## config.mk

```make
export PLATFORM = sky130hd
export DESIGN_NAME = cmd_sequencer_flat
export DESIGN_NICKNAME = d
export VERILOG_FILES = /design/src/rtl/cmd_sequencer_if.sv /design/src/rtl/cmd_sequencer.sv /design/src/flat_wrapper.sv
export SDC_FILE = /design/constraint.sdc
export NUM_CORES = 1
export LEC_CHECK = 0
export ABC_CLOCK_PERIOD_IN_PS = 3400
export CAP_MARGIN = 20
export CORE_MARGIN = 5
export CORE_UTILIZATION = 30
export CTS_CLUSTER_SIZE = 14
export DETAILED_ROUTE_END_ITERATION = 6
export HOLD_SLACK_MARGIN = 0.03
export PLACE_DENSITY = 0.45
export SYNTH_ARGS = -nofsm -noshare
export SYNTH_HDL_FRONTEND = slang
export SYNTH_SLANG_ARGS = --single-unit
export TNS_END_PERCENT = 5
```

## constraint.sdc

```tcl
create_clock -name clk -period 3.4 [get_ports clk]
set_clock_uncertainty 0.1 [all_clocks]
set_input_delay 0.51 -clock clk [delete_from_list [all_inputs] [get_ports clk]]
set_output_delay 0.51 -clock clk [all_outputs]
set_load 0.005 [all_outputs]
```

## src/rtl/cmd_sequencer_if.sv

```systemverilog
// Command/response link between cmd_sequencer (master) and RemoteComm (slave).
interface cmd_sequencer_if #(
   parameter int CMD_W  = 16,
   parameter int RESP_W = 8
);
   // send_cmd is a one-cycle strobe qualifying cmd; cmd stays stable until the next strobe.
   // resp is valid while resp_rdy is high; each rising edge of resp_rdy is one response.
   logic              send_cmd;
   logic [CMD_W-1:0]  cmd;
   logic              resp_rdy;
   logic [RESP_W-1:0] resp;

   modport master (output send_cmd, cmd, input resp_rdy, resp);
   modport slave  (input send_cmd, cmd, output resp_rdy, resp);
endinterface

```

## src/rtl/cmd_sequencer.sv

```systemverilog
// Scripted command player: plays a loaded command table over the RemoteComm link,
// checks each response against ACK and reports pass/fail with the failing index.
module cmd_sequencer #(
   parameter int                DEPTH     = 8,
   parameter int                CMD_W     = 16,
   parameter int                RESP_W    = 8,
   parameter logic [RESP_W-1:0] ACK       = 'hA5,
   parameter int                TIMEOUT_W = 24,
   parameter int                GAP_CYC   = 2,
   localparam int               IW        = (DEPTH > 1) ? $clog2(DEPTH) : 1,
   localparam int               NW        = $clog2(DEPTH + 1)
) (
   input  logic                 clk,
   input  logic                 rst_n,
   input  logic                 load_en,
   input  logic [IW-1:0]        load_addr,
   input  logic [CMD_W-1:0]     load_cmd,
   input  logic [NW-1:0]        num_cmds,
   input  logic                 start,
   input  logic                 abort,
   cmd_sequencer_if.master      link,
   output logic                 busy,
   output logic                 done,
   output logic                 pass,
   output logic                 fail,
   output logic [1:0]           err_code,
   output logic [IW-1:0]        cmd_idx,
   output logic [2:0]           dbg_state
);
   localparam int GW = $clog2(GAP_CYC + 1);
   localparam logic [TIMEOUT_W-1:0] TO_LAST = TIMEOUT_W'((2 ** TIMEOUT_W) - 2);
   localparam logic [1:0] ERR_NONE = 2'b00, ERR_NAK = 2'b01, ERR_TMO = 2'b10, ERR_ABORT = 2'b11;

   typedef enum logic [2:0] {S_IDLE, S_ISSUE, S_WAIT, S_GAP, S_DONE} state_t;

   state_t               state_q, state_d;
   logic [CMD_W-1:0]     table_q [DEPTH];
   logic [CMD_W-1:0]     cmd_q, cmd_d;
   logic                 send_q, send_d, busy_q, busy_d, done_q, done_d;
   logic                 pass_q, pass_d, fail_q, fail_d, rdy_q, rdy_d;
   logic [1:0]           err_q, err_d;
   logic [IW-1:0]        idx_q, idx_d, idx_inc;
   logic [NW-1:0]        num_q, num_d, num_sat;
   logic [TIMEOUT_W-1:0] to_q, to_d;
   logic [GW-1:0]        gap_q, gap_d;
   logic                 more_cmds, resp_edge;

   always_ff @(posedge clk) begin
      if (load_en && !busy_q) table_q[load_addr] <= load_cmd;
   end

   assign num_sat   = (num_cmds > NW'(DEPTH)) ? NW'(DEPTH) : num_cmds;
   assign idx_inc   = idx_q + IW'(1);
   assign more_cmds = (NW'(idx_q) + NW'(1)) < num_q;
   // rdy_q is cleared in ISSUE so a level still high from the previous response counts as new.
   assign resp_edge = link.resp_rdy && !rdy_q;

   always_comb begin
      state_d = state_q;
      cmd_d   = cmd_q;
      send_d  = 1'b0;
      done_d  = done_q;
      pass_d  = pass_q;
      fail_d  = fail_q;
      err_d   = err_q;
      idx_d   = idx_q;
      num_d   = num_q;
      to_d    = to_q;
      gap_d   = gap_q;
      rdy_d   = link.resp_rdy;
      case (state_q)
         S_IDLE, S_DONE: begin
            if (start && !abort) begin
               done_d = 1'b0;
               pass_d = 1'b0;
               fail_d = 1'b0;
               err_d  = ERR_NONE;
               idx_d  = '0;
               num_d  = num_sat;
               if (num_sat == '0) begin
                  state_d = S_DONE;
                  done_d  = 1'b1;
                  pass_d  = 1'b1;
               end else begin
                  state_d = S_ISSUE;
                  send_d  = 1'b1;
                  cmd_d   = table_q[0];
               end
            end
         end
         S_ISSUE: begin
            rdy_d   = 1'b0;
            to_d    = '0;
            state_d = S_WAIT;
         end
         S_WAIT: begin
            if (resp_edge) begin
               if (link.resp == ACK) begin
                  state_d = S_GAP;
                  gap_d   = '0;
               end else begin
                  state_d = S_DONE;
                  done_d  = 1'b1;
                  fail_d  = 1'b1;
                  err_d   = ERR_NAK;
               end
            end else if (to_q == TO_LAST) begin
               state_d = S_DONE;
               done_d  = 1'b1;
               fail_d  = 1'b1;
               err_d   = ERR_TMO;
            end else begin
               to_d = to_q + 1'b1;
            end
         end
         S_GAP: begin
            if (gap_q == GW'(GAP_CYC - 1)) begin
               if (more_cmds) begin
                  state_d = S_ISSUE;
                  idx_d   = idx_inc;
                  send_d  = 1'b1;
                  cmd_d   = table_q[idx_inc];
               end else begin
                  state_d = S_DONE;
                  done_d  = 1'b1;
                  pass_d  = 1'b1;
               end
            end else begin
               gap_d = gap_q + 1'b1;
            end
         end
         default: state_d = S_IDLE;
      endcase
      // Abort overrides whatever the active state decided; index stays frozen.
      if (abort && busy_q) begin
         state_d = S_DONE;
         send_d  = 1'b0;
         cmd_d   = cmd_q;
         done_d  = 1'b1;
         pass_d  = 1'b0;
         fail_d  = 1'b1;
         err_d   = ERR_ABORT;
         idx_d   = idx_q;
      end
      busy_d = (state_d == S_ISSUE) || (state_d == S_WAIT) || (state_d == S_GAP);
   end

   always_ff @(posedge clk or negedge rst_n) begin
      if (!rst_n) begin
         state_q <= S_IDLE;
         cmd_q   <= '0;
         send_q  <= 1'b0;
         busy_q  <= 1'b0;
         done_q  <= 1'b0;
         pass_q  <= 1'b0;
         fail_q  <= 1'b0;
         err_q   <= ERR_NONE;
         idx_q   <= '0;
         num_q   <= '0;
         to_q    <= '0;
         gap_q   <= '0;
         rdy_q   <= 1'b0;
      end else begin
         state_q <= state_d;
         cmd_q   <= cmd_d;
         send_q  <= send_d;
         busy_q  <= busy_d;
         done_q  <= done_d;
         pass_q  <= pass_d;
         fail_q  <= fail_d;
         err_q   <= err_d;
         idx_q   <= idx_d;
         num_q   <= num_d;
         to_q    <= to_d;
         gap_q   <= gap_d;
         rdy_q   <= rdy_d;
      end
   end

   assign link.send_cmd = send_q;
   assign link.cmd      = cmd_q;
   assign busy          = busy_q;
   assign done          = done_q;
   assign pass          = pass_q;
   assign fail          = fail_q;
   assign err_code      = err_q;
   assign cmd_idx       = idx_q;
   assign dbg_state     = state_q;
endmodule

```

## src/flat_wrapper.sv

```systemverilog
// flat-port wrapper written by rule: the top's interface ports become plain ports
module cmd_sequencer_flat 
#(
   parameter int                DEPTH     = 8,
   parameter int                CMD_W     = 16,
   parameter int                RESP_W    = 8,
   parameter logic [RESP_W-1:0] ACK       = 'hA5,
   parameter int                TIMEOUT_W = 24,
   parameter int                GAP_CYC   = 2,
   localparam int               IW        = (DEPTH > 1) ? $clog2(DEPTH) : 1,
   localparam int               NW        = $clog2(DEPTH + 1)
)
  (clk, rst_n, load_en, load_addr, load_cmd, num_cmds, start, abort, busy, done, pass, fail, err_code, cmd_idx, dbg_state, link_send_cmd, link_cmd, link_resp_rdy, link_resp);
  cmd_sequencer_if #(.CMD_W(CMD_W), .RESP_W(RESP_W)) link_i ();
  input  logic clk;
  input  logic rst_n;
  input  logic load_en;
  input  logic [IW-1:0] load_addr;
  input  logic [CMD_W-1:0] load_cmd;
  input  logic [NW-1:0] num_cmds;
  input  logic start;
  input  logic abort;
  output logic busy;
  output logic done;
  output logic pass;
  output logic fail;
  output logic [1:0] err_code;
  output logic [IW-1:0] cmd_idx;
  output logic [2:0] dbg_state;
  output wire logic [$bits(link_i.send_cmd)-1:0] link_send_cmd;
  output wire logic [$bits(link_i.cmd)-1:0] link_cmd;
  input wire logic [$bits(link_i.resp_rdy)-1:0] link_resp_rdy;
  input wire logic [$bits(link_i.resp)-1:0] link_resp;
  assign link_send_cmd = link_i.send_cmd;
  assign link_cmd = link_i.cmd;
  assign link_i.resp_rdy = link_resp_rdy;
  assign link_i.resp = link_resp;
  cmd_sequencer #(.DEPTH(DEPTH), .CMD_W(CMD_W), .RESP_W(RESP_W), .ACK(ACK), .TIMEOUT_W(TIMEOUT_W), .GAP_CYC(GAP_CYC)) u_core (.clk(clk), .rst_n(rst_n), .load_en(load_en), .load_addr(load_addr), .load_cmd(load_cmd), .num_cmds(num_cmds), .start(start), .abort(abort), .link(link_i), .busy(busy), .done(done), .pass(pass), .fail(fail), .err_code(err_code), .cmd_idx(cmd_idx), .dbg_state(dbg_state));
endmodule
```

# Word level (Yosys, flattened, before mapping)
# Memory sizes are Yosys's and may differ from the RTL's.
# Index checks and enable logic that the tools add are counted.
# classes
bitwise_logic	1
mux	55
n_eq_ne	24
reduce_logical	26
magnitude_cmp	2
addsub	4
# ops
op	n
16-bit two-way mux	4
24-bit two-way mux	2
24-bit case mux with 2 select lines	1
3-bit two-way mux	11
16-bit case mux with 2 select lines	1
24-bit by 1-bit adder with 24-bit output, second input constant	1
24-bit == test, second input constant	1
1-bit two-way mux	19
2-bit two-way mux	8
3-bit by 2-bit == test with 1-bit output, second input constant	4
3-bit case mux with 4 select lines	1
4-bit AND reduction	3
6-bit AND reduction	2
2-bit by 1-bit inequality test with 1-bit output, second input constant	5
8-bit == test, second input constant	1
2-bit inequality test, second input constant	4
2-bit case mux with 2 select lines	2
3-bit by 1-bit == test with 1-bit output, second input constant	2
3-bit by 1-bit inequality test with 1-bit output, second input constant	2
1-bit case mux with 2 select lines	3
3-bit case mux with 2 select lines	1
2-bit nonzero test	3
3-bit nonzero test	2
5-bit AND reduction	1
22 further kinds	28
# word_totals
memories	1
out_inout_bits	29
wordCells	126
ff_bits	60
mem_bits_rw	128
inputBits	37
# memory_table
memory	depth	word_bits	read_ports	rd_clocked_by_memory_dff	wr	line_no	source
u_core.table_q	8	16	2	0	1	cmd_sequencer.sv:37	logic [CMD_W-1:0] table_q [DEPTH];

# Logic depth before layout (Yosys ltp)
# Gate-level depths: netlist of run 1.
# logic_depth
word_depth	10
ltp_mapped	11
depth_no_buf	9

# Worst setup path before layout of run 1
# Ideal clock, no wire load.
# synth_path
kind	reg2reg
from	register u_core.idx_q[0], in the netlist u_core.cmd_idx[0]
to	register u_core.cmd_q[0], in the netlist u_core.link.cmd[0]
setup_ns	0.125
path_buffers	2
synth_period_minus_slack_ns	3.324
required_time_ns	3.175
arrival_ns	3.099
slack_ns	0.076
stages_incl_launch_ff	12
path_cell_list	dfrtp_1 ha_1 xor2_1 buf_2 ha_1 a21oi_1 o21ai_0 a31oi_1 o21ba_2 nand2_4 buf_6 mux2_4
# synth_between
elab_chain_len	5
elab_cells_between_ends	9
classes_between	add/sub: 2; order compare: 1; eq/ne: 1; mux: 3; reduce/logical: 1; memory: 1
# synth_rtl
item	line_no	source
from (decl)	cmd_sequencer.sv:42	logic [IW-1:0] idx_q, idx_d, idx_inc;
from (signal assigned)	cmd_sequencer.sv:172	idx_q <= idx_d;
3-bit by 1-bit adder with 3-bit output	cmd_sequencer.sv:53	assign idx_inc = idx_q + IW'(1);
memory 8 x 16 bit	-	
16-bit two-way mux	cmd_sequencer.sv:118	if (more_cmds) begin
16-bit two-way mux	cmd_sequencer.sv:117	if (gap_q == GW'(GAP_CYC - 1)) begin
16-bit case mux with 2 select lines	cmd_sequencer.sv:71	case (state_q)
to (signal assigned)	cmd_sequencer.sv:165	cmd_q <= cmd_d;
to (decl)	cmd_sequencer.sv:38	logic [CMD_W-1:0] cmd_q, cmd_d;
# Parallel ways exist; a longest one is shown, timed or not. The select of a mux whose other input is x is not followed.
# A chain may end at the register's enable or synchronous reset.

# Worst setup path in the final report of run 1
# layout_path
from	register u_core.idx_q[0], in the netlist u_core.cmd_idx[0]
to	register u_core.cmd_q[8], in the netlist u_core.link.cmd[8]
# The elaborated chain is that of the path after synthesis.

==> summary.md, run 1 <==
| Metric | Value |
|---|---|
| ANT cells | `0` |
| Arr. time, crit path | `3.01 ns` |
| Die Footprint | `roughly 30000 µm²` |
| Setup TNS | `0 ns` |
| Nets@finish | `roughly 640` |
| Gr ovfl total | `0` |
| Via count | `~4.6k` |
| Row count | `59` |
| Final worst slack | `roughly 0.60 ns` |
| Minimum clock period | `2.80 ns` |
| Initial Util | `30.6%` |
| EDFF count, synth | `between 100 and 150` |
| Post-synth ARST share | `31.9%` |
| Die Span X | `174 µm` |
| Top Ports | `66` |
| Worst Tran Pin Value | `0.830 ns` |
| RSZ-0062 raised after global routing | `false` |
| Post-CTS Resized | `0` |
| Final setup fails | `0` |
| H-Tree Depth | `4` |
| Final antenna-violating net count | `0` |
| Commonest non-fill, non-tap cell in the layout | `edfxtp_1` |
| Rel. slew slack | `between 40% and 50%` |
| Type of element capturing the critical path | `register` |
| GRT Overall Usage | `between 10% and 20%` |
| CTS Root Cell | `clkbuf_16` |
| Commonest cells after routing, fill and taps aside | `128 x edfxtp_1, 64 x clkdlybuf4s50_1, 59 x dfrtp_1` |
| Cells after Synth | `519` |
| Vias per inst | `4.89` |
| Setup CP Type | `register to register` |
| WL final | `around 18 mm` |
| Clock tree buffer depth | `2` |
| Drt first pass iters | `4` |
| DRC | `0` |
| Routed wire length per instance | `19.3 µm` |
| Initial antenna violation count | `0` |
| CTS tree | `yes` |
| Max Slew Vio Count | `0` |
| Synth cell types | `55` |
| Sequential Area | `~5300 µm²` |
| CTS Buf Count | `17` |
| Synth area leaders | `edfxtp_1 48%, dfrtp_1 19%, mux4_2 9.0%` |
| Proportion of layout cells with a drive suffix above 1 | `19.6%` |
| Placed cell count | `roughly 920` |
| Final hold vios | `0` |
| Final non-filler cell total | `about 950` |
| Area of the multi-input gates | `roughly 2600 µm²` |
| Worst EP required | `3.61 ns` |
| Max frequency | `357 MHz` |
| Tightest Hold Check Type | `input pin to asynchronous set/reset pin` |
| Max VDD drop | `0.000395 V` |
| # hold bufs at CTS | `0` |
| Area grow syn2layout | `21.9%` |
| Flops & latches, synth | `approximately 190` |
| Mapped cell area | `8020 µm²` |
| Starting DRT DRC Count | `199` |
| Reg clk slew, reported paths | `approximately 0.07 ns` |
| Synth Warn # | `0` |
| Number of global-route vias before repair | `~5k` |
| Post-synth top area cell | `edfxtp_1` |
| Max Cap Viol | `0` |
| Post-DP HPWL | `11.3 mm` |
| Largest net degree at the start of global routing | `61` |
| Startpoint Class | `register` |
| Leak | `3.50 nW` |
| Top_reg_cell synth | `edfxtp_1` |
| Setup bufs post-CTS | `0` |
| Status | `finished, final reports clean` |
| Share of the synthesized area in the top cell type | `a little under half` |
| # port buffers | `65` |
| Placer congestion estimate | `0.725` |
| Worst hold slack | `0.166 ns` |
| Final Util | `between 30 and 40%` |
| First-pass GRT wire length | `28.5 mm` |
| Crit Path Max Fanout | `17` |
| Place WS | `0.427 ns` |
| Seq/Total Area, Yosys | `66.6%` |
| Mapped Nets | `563` |
| Core area | `between 20000 and 30000 µm²` |
| Clock latency on the worst-skew pair | `0.43 ns` |
| Period utilization | `between 80% and 90%` |
| Post-synthesis average cell area | `15.5 µm²` |
| CTS Sinks | `about 190` |
| Power Dens Cells | `between 600 and 700 nW/µm²` |
| # fillers | `2481` |
| Chip height | `174 µm` |
==> critical path, cell delays in order, from the launching register on <==
cell and delay [ns]:
dfrtp_2 0.41, ha_1 0.25, xor2_2 0.17, ha_1 0.30, nand2_1 0.05, o21ai_0 0.26
a31oi_1 0.20, o21ba_2 0.28, nand2_4 0.29, mux2_2 0.38
==> cells in the mapped netlist (4+ instances only) <==
cell type	instances
a21oi_1	10
and2_1	4
and3_1	5
buf_2	7
clkbuf_1	11
dfrtp_1	60
edfxtp_1	128
ha_1	7
inv_1	11
mux2_2	8
mux2_4	9
mux2i_1	17
mux4_2	32
nand2_1	40
nand2b_1	7
nand3_1	17
nand3b_1	5
nand4_1	11
nor2_1	24
nor2b_1	5
nor3_1	7
o21ai_0	38
or3_1	5
xnor2_1	4
xor2_1	11
==> per-stage QoR <==
step / power (mW) / instance area [µm²]
2_1_floorplan: 3.51 / 8020
3_3_place_gp: 4.12 / 9160
3_5_place_dp: 4.15 / 9160
4_1_cts: 6.19 / 9780
5_1_grt: 6.40 / 9780
6_report: 6.10 / 9780
==> kinds of logic after synthesis <==
family | after synthesis | synth area share, %
buffers and inverters | 32 | 1.70
adder cells (fa/ha/maj) | 7 | 1.09
flip-flops | 188 | 66.6
AND/OR/NAND/NOR | 150 | 10.4
multiplexers | 66 | 13.9
AO/OA/AOI/OAI | 61 | 4.62
XOR/XNOR | 15 | 1.64
==> area by class of cell <==
cell class | instances | share of cell area [%]
inverters | 11 | 0.422
clock buffers | 18 | 4.49
multi-input cells | 299 | 26.4
repair buffers | 82 | 7.90
flip-flops and latches | 188 | 54.6
well taps | 335 | 4.28
clock inverters | 14 | 1.87
==> registers in the layout (all words and copies together), names as in the netlist <==
signal,cells
u_core.cmd_idx,3
u_core.done,1
u_core.num_q,4
u_core.link.send_cmd,1
u_core.fail,1
u_core.dbg_state,3
u_core.table_q,128
u_core.rdy_q,1
u_core.to_q,24
u_core.gap_q,2
u_core.pass,1
u_core.link.cmd,16
u_core.busy,1
u_core.err_code,2
==> worst paths after layout <==
check / cells past startpoint / end / from / slack [ns]
setup reg to reg: 9 / u_core.link.cmd[8] / u_core.cmd_idx[0] / 0.60
hold reg to reg: 2 / u_core.gap_q[1] / u_core.gap_q[1] / 0.38
min in group clk: 2 / u_core.gap_q[1] / u_core.gap_q[1] / 0.38
hold / removal: 2 / u_core.fail / rst_n / 0.17
max in group asynchronous: 2 / u_core.cmd_idx[0] / rst_n / 2.44
setup / recovery: 9 / u_core.link.cmd[8] / u_core.cmd_idx[0] / 0.60
==> layer usage <==
layer | GRT usage [%] | vias to the layer above | routed length (µm)
li1 | - | 2148 | -
met1 | 15.4 | 2389 | 8110
met2 | 21.3 | 80 | 9340
met3 | 3.23 | 15 | 703
met4 | 2.86 | 0 | 171
met5 | 0 | - | 0
==> report_power, final <==
group          switching [mW]  total [mW]  internal (mW)
Combinational           0.528        1.18          0.648
Clock                    1.01        2.04           1.03
Sequential              0.196        2.89           2.69
Total                    1.73        6.10           4.37
(Power assumes the default switching activity.)
==> inputs of run 2 (changes only) <==
- ABC_CLOCK_PERIOD_IN_PS: 3400 -> 2800
- PLACE_DENSITY: 0.45 -> 0.44
- clock period: 3.4 -> 2.8 ns (I/O delays scaled with it)
==> summary.md, run 2 (same netlist as run 1, synthesis figures left out) <==
| Metric | Value |
|---|---|
| Biggest register | `u_core.table_q` |
| Period utilization | `91.6% (+9.2 points)` |
| Initial antenna violation count | `0 (unchanged)` |
| Top Ports | `66 (unchanged)` |
| GRT Overall Usage | `12.8% (+0.51 points)` |
| Worst path max stage delay | `0.44 ns (+0.03 ns)` |
| Leak | `3.53 nW (+1.0%)` |
| Worst path slowest cell | `dfrtp_1` |
| Busiest metal layer after global routing | `met2` |
| Starting DRT DRC Count | `226 (+14%)` |
| Clock tree buffer depth | `2 (unchanged)` |
| Worst EP required | `3.01 ns (-0.60 ns)` |
| First-pass GRT wire length | `29.8 mm (+4.6%)` |
| # port buffers | `65 (unchanged)` |
| Crit Path Max Fanout | `17 (unchanged)` |
| Area grow syn2layout | `23.0%` |
| Number of global-route vias before repair | `5060 (+2.5%)` |
| Drt first pass iters | `5 (+1)` |
| Type of element capturing the critical path | `register` |
| Gr ovfl total | `0 (unchanged)` |
| Max frequency | `390 MHz (+9.2%)` |
| Global-route track usage on met1 | `16.3% (+0.96 points)` |
| Max VDD drop | `0.000383 V (-2.9%)` |
| Vias per inst | `4.88 (-0.17%)` |
| Worst hold slack | `0.392 ns (+0.226 ns)` |
| Design Power | `7.41 mW (+21%)` |
| RSZ-0062 raised after global routing | `false` |
| CP Cell Sequence | `ha_4, xor2_4, ha_1, a21oi_1, o21ai_1, a31oi_1, o21ba_2, nand2_8, mux2_4` |
| Die Footprint | `30100 µm² (unchanged)` |
| WL final | `18.4 mm (+0.23%)` |
| Die Span X | `174 µm (unchanged)` |
| Max Cap Viol | `0 (unchanged)` |
| CTS Sinks | `188 (unchanged)` |
| Commonest non-fill, non-tap cell in the layout | `edfxtp_1` |
| Startpoint Class | `register` |
| Core area | `26200 µm² (unchanged)` |
| Row count | `59 (unchanged)` |
| Status | `finished, final reports clean` |
| Largest net degree at the start of global routing | `42 (-31%)` |
| Setup CP Type | `register to register` |
| CTS Buf Count | `17 (unchanged)` |
| Placer congestion estimate | `0.751 (+3.6%)` |
| CTS tree | `yes` |
| Max Slew Vio Count | `0 (unchanged)` |
| ANT cells | `0 (unchanged)` |
| Setup TNS | `0 ns (unchanged)` |
| Final antenna-violating net count | `0 (unchanged)` |
| Reg clk slew, reported paths | `0.07 ns (about the same)` |
| Rel. slew slack | `62.3% (+18 points)` |
| H-Tree Depth | `4 (unchanged)` |
| DRC | `0 (unchanged)` |
| Initial Util | `30.6% (unchanged)` |
| R2R cell count | `9 (unchanged)` |
| Nets@finish | `651 (+1.2%)` |
| Proportion of layout cells with a drive suffix above 1 | `20.6% (+1.0 points)` |
| Final setup fails | `0 (unchanged)` |
| Power Dens Cells | `751 nW/µm² (+20%)` |
| Via count | `4663 (+0.67%)` |
| Minimum clock period | `2.57 ns (-0.236 ns)` |
| Tightest Hold Check Type | `register to register` |
| Arr. time, crit path | `2.78 ns (-0.23 ns)` |
| Post-DP HPWL | `11.4 mm (+1.3%)` |
| Worst hold path stage count | `2` |
| CTS Root Cell | `clkbuf_16` |
| Chip height | `174 µm (unchanged)` |
| Max reg flops | `128 (unchanged)` |
| Met2 Use GR | `22.2% (+0.93 points)` |
| Commonest cells after routing, fill and taps aside | `128 x edfxtp_1, 64 x clkdlybuf4s50_1, 59 x dfrtp_1` |
| Clock latency on the worst-skew pair | `0.43 ns (about the same)` |
| Met3 Use GR | `3.08% (-0.15 points)` |
| Worst Tran Pin Value | `0.566 ns (-0.264 ns)` |
| Final hold vios | `0 (unchanged)` |
| Routed wire length per instance | `19.2 µm (-0.60%)` |
[run 2: cell types whose count changed in the layout (fill, tap and decap cells not counted), moves of 2 or more]
cell      delta
buf_4        +5
o21ai_0      -2
o21ai_1      +2
buf_12       +2
inv_6        +2
clkinv_8     -3
[run 2: layer usage]
metal / vias to the layer above / wire (µm)
li1: 2161 / -
met1: 2418 / 8170
met2: 76 / 9430
met3: 8 / 644
met4: 0 / 119
met5: - / 0
[run 2: path summary, 6_finish.rpt]
| check | from | to | slack, ns |
|---|---|---|---|
| hold / removal | u_core.gap_q[1] | u_core.gap_q[1] | 0.39 |
| setup reg to reg | u_core.cmd_idx[1] | u_core.link.cmd[10] | 0.23 |
| min in group asynchronous | rst_n | u_core.num_q[3] | 0.42 |
| hold reg to reg | u_core.gap_q[1] | u_core.gap_q[1] | 0.39 |
| setup / recovery | u_core.cmd_idx[1] | u_core.link.cmd[10] | 0.23 |
| max in group asynchronous | rst_n | u_core.link.send_cmd | 1.55 |
[run 2: stage by stage]
stage | worst slack [ns] | area (µm²) | utilization, % | instances
2_1_floorplan | 0.0348 | 8060 | - | 519
3_3_place_gp | -0.00402 | 9260 | 35.3 | 922
3_5_place_dp | -0.0516 | 9260 | 35.3 | 922
4_1_cts | 0.153 | 9860 | 37.6 | 955
5_1_grt | 0.0329 | 9870 | 37.7 | 955
6_report | 0.234 | 9870 | 37.7 | 955
[run 2: what timing repair did]
| action | CTS | global route |
|---|---|---|
| hold buffers | 1 | 0 |
| hold endpoints to repair | 19 | 0 |
| endpoints found under the setup margin | 0 | 18 |
| resized for setup | 0 | 2 |
| buffers inserted | 0 | 0 |
[run 2: final cells by class]
class,count,area [µm²]
Sequential cell,188,5350
Timing Repair Buffer,90,861
Clock buffer,17,425
Tap cell,335,419
Multi-Input combinational cell,299,2610
Fill cell,2436,16300
Clock inverter,15,160
Inverter,11,41.3
[run 2: worst max-delay path, delay by kind of cell, from the launching register on]
family,cells,cell delay [ns]
XOR/XNOR,1,0.15
AND/OR/NAND/NOR,1,0.16
multiplexers,1,0.34
flip-flops,1,0.44
AO/OA/AOI/OAI,4,0.76
adder cells (fa/ha/maj),2,0.50
[run 2: power by group]
| group | internal, mW | total (mW) | switching [mW] | leakage, nW |
|---|---|---|---|---|
| Clock | 1.20 | 2.40 | 1.20 | 0.289 |
| Combinational | 0.829 | 1.52 | 0.694 | 1.31 |
| Sequential | 3.27 | 3.48 | 0.215 | 1.94 |
| Total | 5.30 | 7.41 | 2.11 | 3.53 |
